## src/rtl/mem_stage_dcache.sv

```systemverilog
// Memory-access stage with a direct-mapped, write-through, no-write-allocate data cache.
// Optional macro DCACHE_STATS_EN adds saturating hit_count/miss_count outputs.
module mem_stage_dcache #(
    parameter int DATA_WIDTH = 32,
    parameter int ADDR_WIDTH = 32,
    parameter int INDEX_BITS = 6
) (
    input  logic                  clk,
    input  logic                  rst_n,
    input  logic                  valid_m,
    input  logic                  MemRead_m,
    input  logic                  MemWrite_m,
    input  logic [2:0]            funct3_m,
    input  logic [ADDR_WIDTH-1:0] ALUResult_m,
    input  logic [DATA_WIDTH-1:0] WriteData_m,
    output logic [DATA_WIDTH-1:0] ReadData_m,
    output logic                  valid_out,
    output logic                  stall_m,
    output logic                  mem_req,
    output logic                  mem_we,
    output logic [ADDR_WIDTH-1:0] mem_addr,
    output logic [DATA_WIDTH-1:0] mem_wdata,
    output logic [3:0]            mem_wstrb,
    input  logic                  mem_ack,
`ifdef DCACHE_STATS_EN
    input  logic [DATA_WIDTH-1:0] mem_rdata,
    output logic [31:0]           hit_count,
    output logic [31:0]           miss_count
`else
    input  logic [DATA_WIDTH-1:0] mem_rdata
`endif
);

    localparam int LINES    = 1 << INDEX_BITS;
    localparam int TAG_BITS = ADDR_WIDTH - INDEX_BITS - 2;

    typedef enum logic [1:0] {IDLE, RD_MISS, WR_THRU, DONE} state_e;

    state_e                  state_q, state_d;
    logic [LINES-1:0]        valid_q;
    logic [TAG_BITS-1:0]     tag_q  [LINES];
    logic [DATA_WIDTH-1:0]   data_q [LINES];
    logic [DATA_WIDTH-1:0]   resp_q;
    logic                    wr_hit_q, wr_hit_d;
    logic                    mem_req_q, mem_req_d;
    logic                    mem_we_q, mem_we_d;
    logic [ADDR_WIDTH-1:0]   mem_addr_q, mem_addr_d;
    logic [DATA_WIDTH-1:0]   mem_wdata_q, mem_wdata_d;
    logic [3:0]              mem_wstrb_q, mem_wstrb_d;

    logic [INDEX_BITS-1:0]   index, mem_idx;
    logic [TAG_BITS-1:0]     tag, mem_tag;
    logic                    hit;
    logic                    stall, fill, merge;
    logic [DATA_WIDTH-1:0]   rdata, merged;
    logic [DATA_WIDTH-1:0]   st_wdata;
    logic [3:0]              st_wstrb;

    function automatic logic [31:0] load_fmt(input logic [31:0] w, input logic [2:0] f3,
                                             input logic [1:0] off);
        logic [7:0]  b;
        logic [15:0] h;
        b = w[{off, 3'b000} +: 8];
        h = off[1] ? w[31:16] : w[15:0];
        case (f3)
            3'b000:  return {{24{b[7]}}, b};
            3'b001:  return {{16{h[15]}}, h};
            3'b100:  return {24'h0, b};
            3'b101:  return {16'h0, h};
            default: return w;
        endcase
    endfunction

    assign index   = ALUResult_m[INDEX_BITS+1:2];
    assign tag     = ALUResult_m[ADDR_WIDTH-1:INDEX_BITS+2];
    assign hit     = valid_q[index] && (tag_q[index] == tag);
    assign mem_idx = mem_addr_q[INDEX_BITS+1:2];
    assign mem_tag = mem_addr_q[ADDR_WIDTH-1:INDEX_BITS+2];

    always_comb begin
        st_wdata = WriteData_m;
        st_wstrb = 4'b1111;
        case (funct3_m[1:0])
            2'b00: begin
                st_wdata = {4{WriteData_m[7:0]}};
                st_wstrb = 4'b0001 << ALUResult_m[1:0];
            end
            2'b01: begin
                st_wdata = {2{WriteData_m[15:0]}};
                st_wstrb = ALUResult_m[1] ? 4'b1100 : 4'b0011;
            end
            default: ;
        endcase
    end

    // Write-hit merge targets the line latched with the request, not the live address.
    always_comb begin
        merged = data_q[mem_idx];
        for (int unsigned i = 0; i < 4; i++) begin
            if (mem_wstrb_q[i]) merged[8*i +: 8] = mem_wdata_q[8*i +: 8];
        end
    end

    always_comb begin
        state_d     = state_q;
        wr_hit_d    = wr_hit_q;
        mem_req_d   = mem_req_q;
        mem_we_d    = mem_we_q;
        mem_addr_d  = mem_addr_q;
        mem_wdata_d = mem_wdata_q;
        mem_wstrb_d = mem_wstrb_q;
        stall       = 1'b0;
        fill        = 1'b0;
        merge       = 1'b0;
        rdata       = '0;
        case (state_q)
            IDLE: begin
                if (valid_m && MemRead_m) begin
                    if (hit) begin
                        rdata = load_fmt(data_q[index], funct3_m, ALUResult_m[1:0]);
                    end else begin
                        stall       = 1'b1;
                        state_d     = RD_MISS;
                        mem_req_d   = 1'b1;
                        mem_we_d    = 1'b0;
                        mem_addr_d  = {ALUResult_m[ADDR_WIDTH-1:2], 2'b00};
                        mem_wdata_d = '0;
                        mem_wstrb_d = '0;
                    end
                end else if (valid_m && MemWrite_m) begin
                    stall       = 1'b1;
                    state_d     = WR_THRU;
                    wr_hit_d    = hit;
                    mem_req_d   = 1'b1;
                    mem_we_d    = 1'b1;
                    mem_addr_d  = {ALUResult_m[ADDR_WIDTH-1:2], 2'b00};
                    mem_wdata_d = st_wdata;
                    mem_wstrb_d = st_wstrb;
                end
            end
            RD_MISS: begin
                stall = 1'b1;
                if (mem_ack) begin
                    fill      = 1'b1;
                    mem_req_d = 1'b0;
                    state_d   = DONE;
                end
            end
            WR_THRU: begin
                stall = 1'b1;
                if (mem_ack) begin
                    merge     = wr_hit_q;
                    mem_req_d = 1'b0;
                    state_d   = DONE;
                end
            end
            DONE: begin
                if (valid_m && MemRead_m) rdata = load_fmt(resp_q, funct3_m, ALUResult_m[1:0]);
                state_d = IDLE;
            end
            default: state_d = IDLE;
        endcase
    end

    always_ff @(posedge clk or negedge rst_n) begin
        if (!rst_n) begin
            state_q     <= IDLE;
            valid_q     <= '0;
            resp_q      <= '0;
            wr_hit_q    <= 1'b0;
            mem_req_q   <= 1'b0;
            mem_we_q    <= 1'b0;
            mem_addr_q  <= '0;
            mem_wdata_q <= '0;
            mem_wstrb_q <= '0;
        end else begin
            state_q     <= state_d;
            wr_hit_q    <= wr_hit_d;
            mem_req_q   <= mem_req_d;
            mem_we_q    <= mem_we_d;
            mem_addr_q  <= mem_addr_d;
            mem_wdata_q <= mem_wdata_d;
            mem_wstrb_q <= mem_wstrb_d;
            if (fill) begin
                valid_q[mem_idx] <= 1'b1;
                resp_q           <= mem_rdata;
            end
        end
    end

    always_ff @(posedge clk) begin
        if (fill) begin
            data_q[mem_idx] <= mem_rdata;
            tag_q[mem_idx]  <= mem_tag;
        end else if (merge) begin
            data_q[mem_idx] <= merged;
        end
    end

`ifdef DCACHE_STATS_EN
    logic [31:0] hit_cnt_q, miss_cnt_q;
    logic        hit_evt, miss_evt;

    assign hit_evt  = (state_q == IDLE) && valid_m && MemRead_m && hit;
    assign miss_evt = (state_q == IDLE) && valid_m && MemRead_m && !hit;

    always_ff @(posedge clk or negedge rst_n) begin
        if (!rst_n) begin
            hit_cnt_q  <= '0;
            miss_cnt_q <= '0;
        end else begin
            if (hit_evt && (hit_cnt_q != '1))   hit_cnt_q  <= hit_cnt_q + 32'd1;
            if (miss_evt && (miss_cnt_q != '1)) miss_cnt_q <= miss_cnt_q + 32'd1;
        end
    end

    assign hit_count  = hit_cnt_q;
    assign miss_count = miss_cnt_q;
`endif

    // Reset forces the handshake outputs low immediately, even with a request held upstream.
    assign stall_m    = rst_n & stall;
    assign valid_out  = rst_n & valid_m & ~stall;
    assign ReadData_m = rdata;
    assign mem_req    = mem_req_q;
    assign mem_we     = mem_we_q;
    assign mem_addr   = mem_addr_q;
    assign mem_wdata  = mem_wdata_q;
    assign mem_wstrb  = mem_wstrb_q;

endmodule

```

## config.mk

```make
export PLATFORM = sky130hd
export DESIGN_NAME = mem_stage_dcache
export DESIGN_NICKNAME = d
export VERILOG_FILES = /design/src/rtl/mem_stage_dcache.sv
export SDC_FILE = /design/constraint.sdc
export NUM_CORES = 2
export LEC_CHECK = 0
export CELL_PAD_IN_SITES_DETAIL_PLACEMENT = 0
export CELL_PAD_IN_SITES_GLOBAL_PLACEMENT = 1
export CORE_ASPECT_RATIO = 0.8
export CORE_MARGIN = 3
export CORE_UTILIZATION = 50
export CTS_CLUSTER_DIAMETER = 40
export DETAILED_ROUTE_END_ITERATION = 6
export PLACE_DENSITY = 0.84
export SYNTH_ARGS = -nofsm -noshare
export SYNTH_HDL_FRONTEND = slang
export SYNTH_SLANG_ARGS = --single-unit
```

## constraint.sdc

```tcl
create_clock -name clk -period 9.55 [get_ports clk]
set_clock_uncertainty 0.2 [all_clocks]
set_input_delay 2.865 -clock clk [delete_from_list [all_inputs] [get_ports clk]]
set_output_delay 2.865 -clock clk [all_outputs]
set_load 0.05 [all_outputs]
```

* Yosys cells after proc, flatten, opt, wreduce, memory -nomap -nowiden *
Memories as Yosys holds them, arrays and structs flattened.
Index checks and enable logic that the tools add are counted.

cells by class
  add/subtract/negate cells = 0
  $mul = 0
  div/mod/pow operators = 0
  magnitude comparators = 3
  equal/unequal tests = 16
  shift operators = 3
  mux-type cells = 57
  bitwise gates (word level) = 10
  reductions and logical operators = 18

operator list
  kind                                                        count
  two-way mux 32 bit                                          9
  case mux 32 bit (4 select lines)                            2
  case mux 32 bit (2 select lines)                            2
  two-way mux 8 bit                                           8
  OR 64 bit                                                   1
  indexed part select 32 x 6 -> 8 bit                         2
  two-way mux 16 bit                                          2
  == test 24 bit                                              1
  two-way mux 1 bit                                           20
  two-way mux 4 bit                                           4
  less-than comparator 6 x 7 -> 1 bit, second input constant  2
  AND reduction 3 bit                                         3
  two-way mux 2 bit                                           4
  case mux 4 bit (2 select lines)                             1
  AND reduction 2 bit                                         4
  binary-select mux 1 bit (select 6 bit)                      1
  demux 1 bit (select 6 bit)                                  1
  == test 3 bit, second input constant                        2
  >= comparator 6 x 1 -> 1 bit, second input constant         1
  inequality test 3 bit, second input constant                2
  case mux 2 bit (3 select lines)                             1
  == test 2 x 1 -> 1 bit, second input constant               2
  == test 2 bit, second input constant                        2
  logical AND 1 bit                                           4
  14 further kinds                                            26

word-level totals
  flip-flop bits (word level) = 169
  bits in latches = 0
  RAM bits = 3584
  ROM bits = 0
  word-level logic and storage cells = 118
  memories = 2

memories
  memory  depth  bits a word  rd ports  clocked after Yosys merged registers in  wr ports  RTL line  text
  data_q  64     32           1         0                                        1         42        logic [DATA_WIDTH-1:0] data_q [LINES];
  tag_q   64     24           1         0                                        1         41        logic [TAG_BITS-1:0] tag_q [LINES];

* Depth between registers and ports, before layout *
  depth after elaboration = 8
  depth in mapped cells = 22
  gate-level depth less buffers = 10

* Worst setup path after synthesis *
Ideal clock, no wire load.

  kind = input to output
  start = input ALUResult_m[2]
  end = output ReadData_m[4]
  data arrival time = 7527 ps
  required time = 6485 ps
  path slack = -1042 ps
  stages = 17
  path buffers = 7
  path through = buf_6 buf_6 buf_4 buf_2 buf_2 mux2i_1 nand3_1 o211ai_1 o211ai_1 or4_1 a211oi_1 nand4b_1 or2_2 or4_1 clkbuf_1 clkbuf_1 o31ai_1

between the ends
  cells in the longest elaborated chain, start to end = 6
  elaborated cells on any way between the ends = 12

RTL lines
  element                                                                RTL line  text
  start: declaration                                                     14        input logic [ADDR_WIDTH-1:0] ALUResult_m,
  memory read (64 x 32 bit) (tied with other cells)                      n/a
  indexed part select 32 x 6 -> 8 bit (tied with other cells)            63        b = w[{off, 3'b000} +: 8];
  case mux 32 bit (4 select lines) or logical AND 1 bit (tied branches)  65, 76
  two-way mux 32 bit (*)                                                 119       if (hit) begin
  two-way mux 32 bit (*)                                                 118       if (valid_m && MemRead_m) begin
  case mux 32 bit (2 select lines) (*)                                   116       case (state_q)
  end: declaration                                                       16        output logic [DATA_WIDTH-1:0] ReadData_m,

Every way passes the cells marked *; elsewhere a longest branch is shown, timed or not. The select of a mux whose other input is x is not followed.

* Worst setup path after layout *
  start = input ALUResult_m[2]
  end = output ReadData_m[8]

The elaborated chain is that of the path after synthesis.

==> impl_metrics.py <==
metrics = {
    "power": {
        "p_per_area_nw_per_um2": 236,
        "pwr-share-comb": 0.120,
        "power_frac_seq": 0.494,
        "switching_share": 0.265,
        "p_clk_frac": 0.386,
        "leakage_nw": 57.2,
        "irDropWorstVdd_mv": 0.185,
        "power.total_mw": 41.3,
        "intPower_mw": 30.4,
        "p_switching_mw": 10.9,
    },
    "floorplan": {
        "core_area_um2": 292000,
        "die_w_um": 613,
        "rows": 177,
        "ios": 209,
        "initial_utilization": 0.505,
        "dieArea_um2": 302000,
        "die_h_um": 492,
    },
    "logic_synthesis": {
        "yosysWarningCount": 0,
        "synth.distinct_cells": 80,
        "yosysSeqAreaShare": 0.758,
        "synth_flop_cell": "edfxtp_1",
        "synth_enable_flop_cells": 3584,
        "syn_area_per_cell_um2": 21.0,
        "syn_inst": 7031,
        "netlist_area_um2": 148000,
        "async_flop_share": 0.0445,
        "ys_seq_elements": 3751,
    },
    "cts": {
        "cts.htree.levels": 5,
        "clock_sinks": 3751,
        "clkTransAtPathRegs_ns": 0.06,
        "clock_latency_ns": 0.95,
        "root_buffer": "clkbuf_16",
        "cts_buffers": 406,
        "ctsHoldBuffers": 0,
        "clockBufferDepth": 4,
        "cts_tree": "yes",
    },
    "worst_setup_path": {
        "crit_fanout": 16,
        "crit_arrival_ns": 6.96,
        "end_kind": "output pin",
        "critPathKind": "in2out",
        "worstPathRequired_ns": 6.49,
        "crit_path_start_kind": "input port",
    },
    "global_route": {
        "grt_pass1_vias": 81200,
        "grt_pass1_wl_um": 640000,
        "grt_remaining_overflow": 0,
        "grt_start_max_net_pins": 102,
        "antenna_found_initial": 31,
        "grt_usage": 0.305,
    },
    "placement": {
        "io_buffers": 206,
        "dpl.cell_count": 11300,
        "dp_hpwl_um": 269000,
        "gp_congestion": 0.946,
    },
    "sta": {
        "setup_violations": 34,
        "maxSlewViolCount": 0,
        "fin_ws_ns": -0.473,
        "fmax_mhz": 99.8,
        "final_hold_viol_count": 0,
        "worst_pin_slew_ns": 1.32,
        "slew_headroom": 0.115,
        "rsz0062_at_grt": "yes",
        "fin_tns_setup_ns": -14.18,
        "final.min_clock_period_ns": 10.02,
        "finalCritPeriodShare": 1.05,
    },
    "layout": {
        "finish.net_count": 8034,
        "final_common_cell": "edfxtp_1",
        "layout_common_cells": "edfxtp_1, mux4_2, buf_4",
        "syn2layout_area_growth_pct": 18.5,
        "drive_gt1_frac": 0.330,
        "final_util": 0.598,
        "stdcell_count": 12100,
    },
    "detailed_routing": {
        "first_pass_iters": 7,
        "drt_iter0_drc": 14900,
        "wl_per_cell_um": 38.3,
        "drc": 52,
        "vias": 82700,
        "antenna_left": 0,
        "viasPerCell": 6.82,
        "wl_um": 464000,
    },
    "status": {
        "violations": "DRC, setup timing",
        "status": "complete, but fails checks",
    },
    "flow_run": {
        "cap_violations": 0,
    },
    "min_path": {
        "hold_path.class": "reg2reg",
    },
}
final timing paths:
check	from	endpoint	slack (ns)	cells after the start
setup / recovery	ALUResult_m[2]	ReadData_m[8]	-0.47	18
hold / removal	valid_q[6]	valid_q[6]	0.26	1
setup reg to reg	tag_q[8][7]	mem_addr[23]	4.75	13
hold reg to reg	valid_q[6]	valid_q[6]	0.26	1
max in group asynchronous	rst_n	valid_q[29]	5.66	3
min in group asynchronous	rst_n	mem_addr[10]	1.59	1
cells by family (layout without fill, tap and decap cells):
logic type,after synthesis,count (layout),share of synthesized area
flops,3751,3751,0.758
mux,1371,1371,0.173
simple gates,945,945,0.0289
compound gates,508,509,0.0239
buf+inv,431,1659,0.0149
xor+xnor,19,19,0.00113
fa+ha+maj,5,5,0.000424
other cells,1,17,0.0000254
power groups by stage:
stage	registers (mW)	clock network, mW	logic, mW
2_1_floorplan	21.1	0	1.91
3_3_place_gp	20.6	0	4.56
3_5_place_dp	20.7	0	4.68
4_1_cts	20.4	16.0	4.80
5_1_grt	20.5	16.6	5.09
6_report	20.4	15.9	4.95
synth_stat cells, types with 45 or more instances:
cell type     n  area share
a22oi_1     119      0.0061
nor2_1      422       0.011
nand3_1      45      0.0015
mux2_2      103      0.0079
nand2_1     225      0.0057
edfxtp_1   3584        0.73
mux4_2      927        0.14
or2_2        73      0.0031
buf_2       143      0.0049
o21ai_0      61      0.0021
dfrtp_1     167       0.028
a21oi_1      68      0.0023
clkbuf_1    159      0.0040
mux2i_1     335       0.023
layer usage:
metal	share of wire	vias up	global-route usage
met5	0.00062	-	0.00192
met4	0.057	24	0.139
met3	0.16	1377	0.113
met2	0.45	7350	0.451
met1	0.34	42800	0.405
li1	-	31100	-
flip-flops by register name, indices dropped and copies added (netlist names), 2 cells and up:
signal     cells
state_q        2
valid_q       64
tag_q       1536
resp_q        32
mem_wstrb      4
mem_wdata     32
data_q      2048
mem_addr      30
metrics by stage:
step	setup slack (ns)	hold slack (ns)	cell area, µm²
6_report	-0.473	0.262	175000
5_1_grt	-0.484	0.275	175000
4_1_cts	-0.421	0.261	174000
3_5_place_dp	-1.01	0.247	159000
3_3_place_gp	-1.07	0.245	159000
2_1_floorplan	-0.0642	0.234	148000
cell type report:
type	count	area, µm²
Clock inverter	254	2630
Timing Repair Buffer	895	9300
Clock buffer	491	10900
Fill cell	19400	117000
Inverter	19	80.1
Tap cell	3848	4810
Multi-Input combinational cell	2851	35200
Sequential cell	3751	112000
Antenna cell	15	37.5
repair_timing:
item | in CTS | in global routing
endpoints found under the setup margin | 34 | 34
gates cloned | 9 | 2
resized for setup | 111 | 78
pin swaps | 10 | 19
setup buffers | 29 | 24
worst max-delay path: stages:
cell and delay (ns):
buf_16 0.13, buf_16 0.17, buf_8 0.14, mux4_2 0.50, mux4_2 0.53, mux2i_4 0.31, buf_6 0.17, mux2i_2 0.07
xor2_1 0.18, a21oi_2 0.13, nand4_1 0.12, buf_6 0.16, or2_4 0.25, or4_4 0.46, buf_12 0.18, buf_12 0.19
o22ai_4 0.15, buf_12 0.16
(Power assumes the default switching activity.)
